==> src/rtl/motor_drive_ctrl.sv <==
// motor_drive_ctrl: converts the 2-bit tracker command into two wheel drives.
// The block holds one IDLE/RUN/BRAKE state machine and one ramped-duty PWM
// channel per wheel. Duty changes happen only on the free-running ramp tick,
// so a command flip never steps a motor from one speed straight to another.
module motor_drive_ctrl #(
  parameter int PWM_BITS  = 10,
  parameter int DUTY_FAST = 700,
  parameter int DUTY_SLOW = 300,
  parameter int RAMP_DIV  = 1000,
  parameter int RAMP_STEP = 20
) (
  input  logic                clk,
  input  logic                reset,
  input  logic                start_move,
  input  logic [1:0]          state,
  output logic                left_pwm,
  output logic                right_pwm,
  output logic [1:0]          left_dir,
  output logic [1:0]          right_dir,
  output logic [PWM_BITS-1:0] left_duty,
  output logic [PWM_BITS-1:0] right_duty,
  output logic [1:0]          motor_state
);

  typedef enum logic [1:0] {
    IDLE  = 2'b00,
    RUN   = 2'b01,
    BRAKE = 2'b10
  } fsm_t;

  localparam int TICK_W = (RAMP_DIV > 1) ? $clog2(RAMP_DIV) : 1;
  localparam logic [TICK_W-1:0]   TICK_LAST = TICK_W'(RAMP_DIV - 1);
  localparam logic [PWM_BITS-1:0] FAST      = PWM_BITS'(DUTY_FAST);
  localparam logic [PWM_BITS-1:0] SLOW      = PWM_BITS'(DUTY_SLOW);
  // Step in the widened (one extra bit) domain used for the ramp compares,
  // and the same step at duty width for the actual subtraction.
  localparam logic [PWM_BITS:0]   STEP_X    = (PWM_BITS + 1)'(RAMP_STEP);
  localparam logic [PWM_BITS-1:0] STEP_N    = PWM_BITS'(RAMP_STEP);
  localparam logic [1:0]          DIR_FWD   = 2'b10;
  localparam logic [1:0]          DIR_COAST = 2'b00;

  fsm_t                fsm_reg;
  logic [1:0]          left_dir_reg;
  logic [1:0]          right_dir_reg;
  logic [TICK_W-1:0]   tick_cnt_reg;
  logic [PWM_BITS-1:0] pwm_cnt_reg;
  logic                tick;
  logic                go_cmd;
  logic                duties_zero;
  logic [PWM_BITS-1:0] target [2];

  // A motion request is an enabled, non-stop command.
  assign go_cmd = start_move && (state != 2'b00);
  assign tick   = (tick_cnt_reg == TICK_LAST);

  // Ramp prescaler: free-running from reset, never restarted by the FSM.
  always_ff @(posedge clk) begin
    if (reset) begin
      tick_cnt_reg <= '0;
    end else if (tick) begin
      tick_cnt_reg <= '0;
    end else begin
      tick_cnt_reg <= tick_cnt_reg + TICK_W'(1);
    end
  end

  // PWM carrier: wraps naturally at 2^PWM_BITS.
  always_ff @(posedge clk) begin
    if (reset) begin
      pwm_cnt_reg <= '0;
    end else begin
      pwm_cnt_reg <= pwm_cnt_reg + PWM_BITS'(1);
    end
  end

  // Per-wheel ramp targets; only RUN ever asks for non-zero speed.
  always_comb begin
    target[0] = '0;
    target[1] = '0;
    if (fsm_reg == RUN) begin
      case (state)
        2'b11: begin target[0] = FAST; target[1] = FAST; end
        2'b10: begin target[0] = SLOW; target[1] = FAST; end
        2'b01: begin target[0] = FAST; target[1] = SLOW; end
        default: begin target[0] = '0; target[1] = '0; end
      endcase
    end
  end

  // Index 0 is the left wheel, index 1 the right wheel.
  for (genvar gi = 0; gi < 2; gi++) begin : wheel
    logic [PWM_BITS-1:0] duty_reg;
    logic [PWM_BITS-1:0] duty_next;
    logic                pwm_reg;
    logic [PWM_BITS:0]   duty_x;
    logic [PWM_BITS:0]   tgt_x;
    logic [PWM_BITS:0]   up_x;
    logic [PWM_BITS:0]   gap_x;

    // Saturating step toward the target; the extra bit keeps duty+STEP and
    // duty-target free of wrap, and the target acts as the clamp both ways.
    always_comb begin
      duty_x    = {1'b0, duty_reg};
      tgt_x     = {1'b0, target[gi]};
      up_x      = duty_x + STEP_X;
      gap_x     = duty_x - tgt_x;
      duty_next = duty_reg;
      if (duty_x < tgt_x) begin
        duty_next = (up_x >= tgt_x) ? target[gi] : up_x[PWM_BITS-1:0];
      end else if (duty_x > tgt_x) begin
        duty_next = (gap_x > STEP_X) ? (duty_reg - STEP_N) : target[gi];
      end
    end

    // Duty only moves on a tick; PWM compare is registered and gated off in IDLE.
    always_ff @(posedge clk) begin
      if (reset) begin
        duty_reg <= '0;
        pwm_reg  <= 1'b0;
      end else begin
        if (tick) begin
          duty_reg <= duty_next;
        end
        pwm_reg <= (fsm_reg != IDLE) && (pwm_cnt_reg < duty_reg);
      end
    end
  end

  assign duties_zero = (wheel[0].duty_reg == '0) && (wheel[1].duty_reg == '0);

  // Motion FSM; direction pins are registered alongside the state so both
  // change on the same edge.
  always_ff @(posedge clk) begin
    if (reset) begin
      fsm_reg       <= IDLE;
      left_dir_reg  <= DIR_COAST;
      right_dir_reg <= DIR_COAST;
    end else begin
      case (fsm_reg)
        IDLE: begin
          if (go_cmd) begin
            fsm_reg       <= RUN;
            left_dir_reg  <= DIR_FWD;
            right_dir_reg <= DIR_FWD;
          end
        end
        RUN: begin
          // Command changes in RUN only retarget the ramp.
          if (!go_cmd) begin
            fsm_reg <= BRAKE;
          end
        end
        BRAKE: begin
          // Resume wins over finishing the stop; ramp continues from current duty.
          if (go_cmd) begin
            fsm_reg <= RUN;
          end else if (duties_zero) begin
            fsm_reg       <= IDLE;
            left_dir_reg  <= DIR_COAST;
            right_dir_reg <= DIR_COAST;
          end
        end
        default: begin
          fsm_reg       <= IDLE;
          left_dir_reg  <= DIR_COAST;
          right_dir_reg <= DIR_COAST;
        end
      endcase
    end
  end

  assign motor_state = fsm_reg;
  assign left_dir    = left_dir_reg;
  assign right_dir   = right_dir_reg;
  assign left_duty   = wheel[0].duty_reg;
  assign right_duty  = wheel[1].duty_reg;
  assign left_pwm    = wheel[0].pwm_reg;
  assign right_pwm   = wheel[1].pwm_reg;

endmodule

==> config.mk <==
export PLATFORM = sky130hd
export DESIGN_NAME = motor_drive_ctrl
export DESIGN_NICKNAME = d
export VERILOG_FILES = /design/src/rtl/motor_drive_ctrl.sv
export SDC_FILE = /design/constraint.sdc
export NUM_CORES = 1
export LEC_CHECK = 0
export CORE_AREA = 2 2 88 107
export DETAILED_ROUTE_END_ITERATION = 7
export DIE_AREA = 0 0 90 109
export PLACE_DENSITY = 0.66
export SLEW_MARGIN = 10
export SYNTH_ARGS = -nofsm -noshare
export SYNTH_HDL_FRONTEND = slang
export SYNTH_SLANG_ARGS = --single-unit
==> constraint.sdc <==
create_clock -name clk -period 5.5 [get_ports clk]
set_clock_uncertainty 0.15 [all_clocks]
set_input_delay 0.55 -clock clk [delete_from_list [all_inputs] [get_ports clk]]
set_output_delay 0.55 -clock clk [all_outputs]
set_load 0.01 [all_outputs]
# [Word level (Yosys, flattened, before mapping)]
# Cells that the tools add are included.
[classes] add_sub_neg=8 order_cmp=10 n_eq_ne=11 muxes=18 n_bitwise=1 n_reduce_logical=16
[ops] operator="10-bit 2-to-1 mux" count=8
[ops] operator="20-bit case mux with 3 select lines" count=1
[ops] operator="10-bit < comparator" count=4
[ops] operator="10-bit by 5-bit adder with 11-bit output, second input constant" count=2
[ops] operator="11-bit by 10-bit >= comparator with 1-bit output" count=2
[ops] operator="11-bit by 5-bit greater-than comparator with 1-bit output, second input constant" count=2
[ops] operator="10-bit by 10-bit subtractor with 11-bit output" count=2
[ops] operator="10-bit by 1-bit adder with 10-bit output, second input constant" count=2
[ops] operator="10-bit greater-than comparator" count=2
[ops] operator="10-bit logical NOT" count=2
[ops] operator="20-bit 2-to-1 mux" count=1
[ops] operator="10-bit by 5-bit subtractor with 10-bit output, second input constant" count=2
[ops] operator="2-bit 2-to-1 mux" count=6
[ops] operator="2-bit case mux with 3 select lines" count=2
[ops] operator="10-bit equality test, second input constant" count=1
[ops] operator="2-bit != test, second input constant" count=4
[ops] operator="2-bit nonzero test" count=4
[ops] operator="2-bit equality test, second input constant" count=3
[ops] operator="2-bit by 1-bit equality test with 1-bit output, second input constant" count=2
[ops] operator="1-bit logical AND" count=4
[ops] operator="2-bit AND reduction" count=2
[ops] operator="4-bit AND reduction" count=1
[ops] operator="3-bit != test, second input constant" count=1
[ops] operator="3-bit AND reduction" count=1
[ops] operator="other kinds (3)" count=3
[word_totals] reg_bits=46

# [Depth between registers and ports, before layout]
[logic_depth] depth_word=8 depth_mapped=15

# [Worst setup path before layout]
# No wires, ideal clock.
[synth_path] kind="input to register" start="in state[0]" end="reg wheel[1].duty_reg[2], in the netlist right_duty[2]" setup_ps=125 arrival_ps=4075 slack_ps=1150 stages=13 n_path_buf=0 path_cell_list="o21ai_0 -> inv_1 -> ha_1 -> inv_1 -> fa_1 -> a21o_2 -> a21oi_1 -> or3b_1 -> a221o_1 -> a221oi_4 -> a21o_4 -> a2111o_1 -> o31ai_2"
[synth_via] elab_chain_cells=8 word_cells_on_any_way=16 classes_between="1 x add/sub; 4 x order compare; 3 x eq/ne; 6 x mux; 2 x reduce/logical"
[synth_rtl] item="from (decl)" line_no="15" text="input logic [1:0] state,"
[synth_rtl] item="2-bit by 1-bit equality test with 1-bit output or 2-bit equality test (tied branches)" line_no="81" text="case (state)"
[synth_rtl] item="20-bit case mux with 3 select lines (*)" line_no="81"
[synth_rtl] item="20-bit 2-to-1 mux (*)" line_no="80" text="if (fsm_reg == RUN) begin"
[synth_rtl] item="10-bit by 10-bit subtractor with 11-bit output" line_no="106" text="gap_x = duty_x - tgt_x;"
[synth_rtl] item="11-bit by 5-bit greater-than comparator with 1-bit output" line_no="111" text="duty_next = (gap_x > STEP_X) ? (duty_reg - STEP_N) : target[gi];"
[synth_rtl] item="10-bit 2-to-1 mux" line_no="111"
[synth_rtl] item="10-bit 2-to-1 mux" line_no="110" text="end else if (duty_x > tgt_x) begin"
[synth_rtl] item="10-bit 2-to-1 mux" line_no="108" text="if (duty_x < tgt_x) begin"
[synth_rtl] item="to (signal assigned)" line_no="122" text="duty_reg <= duty_next;"
[synth_rtl] item="to (decl)" line_no="92" text="logic [PWM_BITS-1:0] duty_reg;"
# Mark *: on every way between the ends. The rest lies on a longest branch, timed or not. The select of a mux whose other input is x is not followed.
# A chain may end at the register's enable or synchronous reset.

# [Final worst setup path]
[layout_path] start="reg fsm_reg[0], in the netlist motor_state[0]" end="reg wheel[0].duty_reg[3], in the netlist left_duty[3]"
[layout_via] elab_chain_cells=7 word_cells_on_any_way=13 classes_between="1 x add/sub; 4 x order compare; 1 x eq/ne; 5 x mux; 2 x reduce/logical"
[layout_rtl] item="from (decl)" line_no="42" text="fsm_t fsm_reg;"
[layout_rtl] item="from (signal assigned)" line_no="135" text="fsm_reg <= IDLE;"
[layout_rtl] item="from (signal assigned)" line_no="142" text="fsm_reg <= RUN;"
[layout_rtl] item="from (signal assigned)" line_no="150" text="fsm_reg <= BRAKE;"
[layout_rtl] item="2-bit by 1-bit equality test with 1-bit output (*)" line_no="80"
[layout_rtl] item="20-bit 2-to-1 mux (*)" line_no="80"
[layout_rtl] item="10-bit by 10-bit subtractor with 11-bit output" line_no="106"
[layout_rtl] item="11-bit by 5-bit greater-than comparator with 1-bit output" line_no="111"
[layout_rtl] item="10-bit 2-to-1 mux" line_no="111"
[layout_rtl] item="10-bit 2-to-1 mux" line_no="110"
[layout_rtl] item="10-bit 2-to-1 mux" line_no="108"
[layout_rtl] item="to (signal assigned)" line_no="122"
[layout_rtl] item="to (decl)" line_no="92"
# Marked as above.

==> metrics.md <==
| Metric | Value |
|---|---|
| Outcome | finished clean |
| Ant diodes | 0 |
| Setup-failing EPs final | 0 |
| PwrDens | 168.8 nW/µm² |
| Ys flop type | dfxtp_1 |
| RSZ-0062 raised after global routing | false |
| Chip Height | 109 µm |
| CTS Buf Count | 5 |
| TritonCTS Sinks | between 40 and 50 |
| Final Power | 0.7240 mW |
| Cell Area, Placed | 4172 µm² |
| DR vias/cell | approximately 5.9 |
| Seq cells post-synth | 41 |
| Chip width | 90 µm |
| Htree depth | 2 |
| CTS tree | yes |
| Placed insts | 602 |
| Top-count cell post-synth | ha_1 |
| Leak | roughly 1.7 nW |
| Max cap viols | 0 |
| Final GP Congestion | around 0.9 |
| ANT nets after route | 0 |
| Clk buf depth | 2 |
| Final period utilization | 74.25% |
| Pre-CTS WS | 1.130 ns |
| Number of synthesized flops with an enable pin | 0 |
| Clk root buf | clkbuf_8 |
| Resized Gates After CTS | 0 |
| FP Rows | 38 |
| Setup TNS | 0 ns |
| Post CTS Setup Buffer Count | 0 |
| Port Buffer Count | 26 |
| HPWL after detailed placement | about 7400 µm |
| Crit path launch type | flip-flop |
| Hold buffers post-CTS | 0 |
| Core area | approximately 9000 µm² |
| Worst Setup Slack, final | between 1 and 1.5 ns |
| CP Max Fanout | 14 |
| Clk Latency, worst-skew pair | around 0.3 ns |
| Dominant cells by area after synthesis | dfxtp_1, ha_1, xnor2_1 |
| Slew Limit Fails | 0 |
| Syn-to-layout area delta | 11.56% |
| Number of global-route vias before repair | 3360 |
| Io pins | 33 |
| Post-Synthesis Cells | 470 |
| Sequential fraction of the synthesis area | 21.35% |
| Worst Hold Class | flip-flop to flip-flop |
| Critical path endpoint category | flip-flop |
| Yosys top cell area share | 21.35% |
| Crit path DAT | 4.11 ns |
| Synthesized area | between 3000 and 4000 µm² |
| FMAX | 244.9 MHz |
| Slew @ Worst Pin | 0.7336 ns |
| WHS | 0.2956 ns |
| First-pass GRT wire length | approximately 16000 µm |
| Starting density of the core | a little over two fifths |
| Async set-reset flop share out of synthesis | 0% |
| Remaining DRCs | 0 |
| Hold Violations, Final | 0 |
| Largest net degree at the start of global routing | 35 |
| Final cell count without fillers | 610 |
| Routed via count | 3580 |
| Final wirelength | 9683 µm |
| CP Launch Point | motor_state[0] |
| Yosys warns | 0 |
| Hold Startpoint | pwm_cnt_reg[0] |
| Synth cell count leaders | ha_1, nor2_1, dfxtp_1 |
| DR WL/cell | 15.87 µm |
| Design area | between 4000 and 5000 µm² |
| FILL cells | 904 |
| First-pass detailed-route iteration total | 5 |
| Rel. slew slack | 50.32% |
| Gr ovfl total | 0 |
| Area leader, netlist | dfxtp_1 |
| Post-layout minimum cycle time | about 4 ns |
| Nets | 550 |
| CTS clk-pin slew, worst paths | 0.09 ns |
| Worst setup path category | flip-flop to flip-flop |
| Die area | 9810 µm² |
| Tot GR Track Use | 19.64% |
| Share of cells above drive strength 1 | 4.898% |
| CP required | 5.53 ns |
| Initial drt markers | 207 |
| Synthesized area per cell | 8.178 µm² |
| Final Util | 48.49% |
| Initial antenna violation count | 0 |
| Yosys cell types | 68 |
| Peak supply drop | 0.1062 mV |
| Worst R2R Start | motor_state[0] |
[logic make-up (layout without fill, tap and decap cells)]
logic type	count (synthesis)	count (layout)	synth area share, %
and+or+nand+nor	147	147	19.66
AOI/OAI and AO/OA	138	138	25.46
xor gates and xnor gates	41	41	9.343
adders and majority gates	56	56	18.62
other	1	6	0.09756
buffers and inverters	46	61	5.469
DFF	41	41	21.35
[worst max-delay path, stage by stage, from the launching register on]
cell       delay, ns
dfxtp_1         0.43
nor2b_1         0.37
o21ai_1         0.11
buf_4           0.21
inv_1           0.25
ha_1            0.23
inv_1           0.06
fa_1            0.41
a21oi_1         0.15
o21ai_0         0.10
a21oi_1         0.19
xor2_1          0.10
a41oi_2         0.52
nor3_1          0.16
a2111oi_0       0.41
a211oi_1        0.10
[power breakdown]
| group | leakage (nW) | switching [mW] | internal (mW) |
|---|---|---|---|
| Sequential | 0.332 | 0.00566 | 0.302 |
| Clock | 0.0585 | 0.110 | 0.148 |
| Combinational | 1.30 | 0.0930 | 0.0652 |
| Total | 1.69 | 0.209 | 0.515 |
[path summary, 6_finish.rpt]
check | slack [ns] | cells after the start | to
worst max register to register | 1.42 | 15 | left_duty[3]
worst max-delay path | 1.42 | 15 | left_duty[3]
worst min-delay path | 0.30 | 1 | pwm_cnt_reg[0]
worst min register to register | 0.30 | 1 | pwm_cnt_reg[0]
[routing by layer]
layer	vias to the layer above	wire (µm)	track usage (%)	share of wire (%)
met5	-	0	0	0
met4	0	223	7.143	2.3
met3	18	427	2.626	4.4
met2	103	4775	35.23	49
met1	1711	4258	24.20	44
li1	1748	-	-	-
[area by class of cell]
cell class                      count  area, µm²  area share [%]
Clock inverter                      1      30.03          0.7003
Inverter                           25      93.84           2.189
Multi-Input combinational cell    388       2831           66.03
Timing Repair Buffer               28      275.3           6.420
Sequential cell                    41      820.8           19.14
Tap cell                          120      150.1           3.502
Clock buffer                        7      86.33           2.013
[cells in the final DEF, fill, tap and decap left out, types with 18 or more instances in the layout]
cell and n:
nand3_1 23, clkdlybuf4s50_1 26, o21ai_0 18, dfxtp_1 41, ha_1 54, xnor2_1 27
a21oi_1 29, inv_1 23, nor2_1 42
Note: power is estimated with default switching activity, not from simulation.
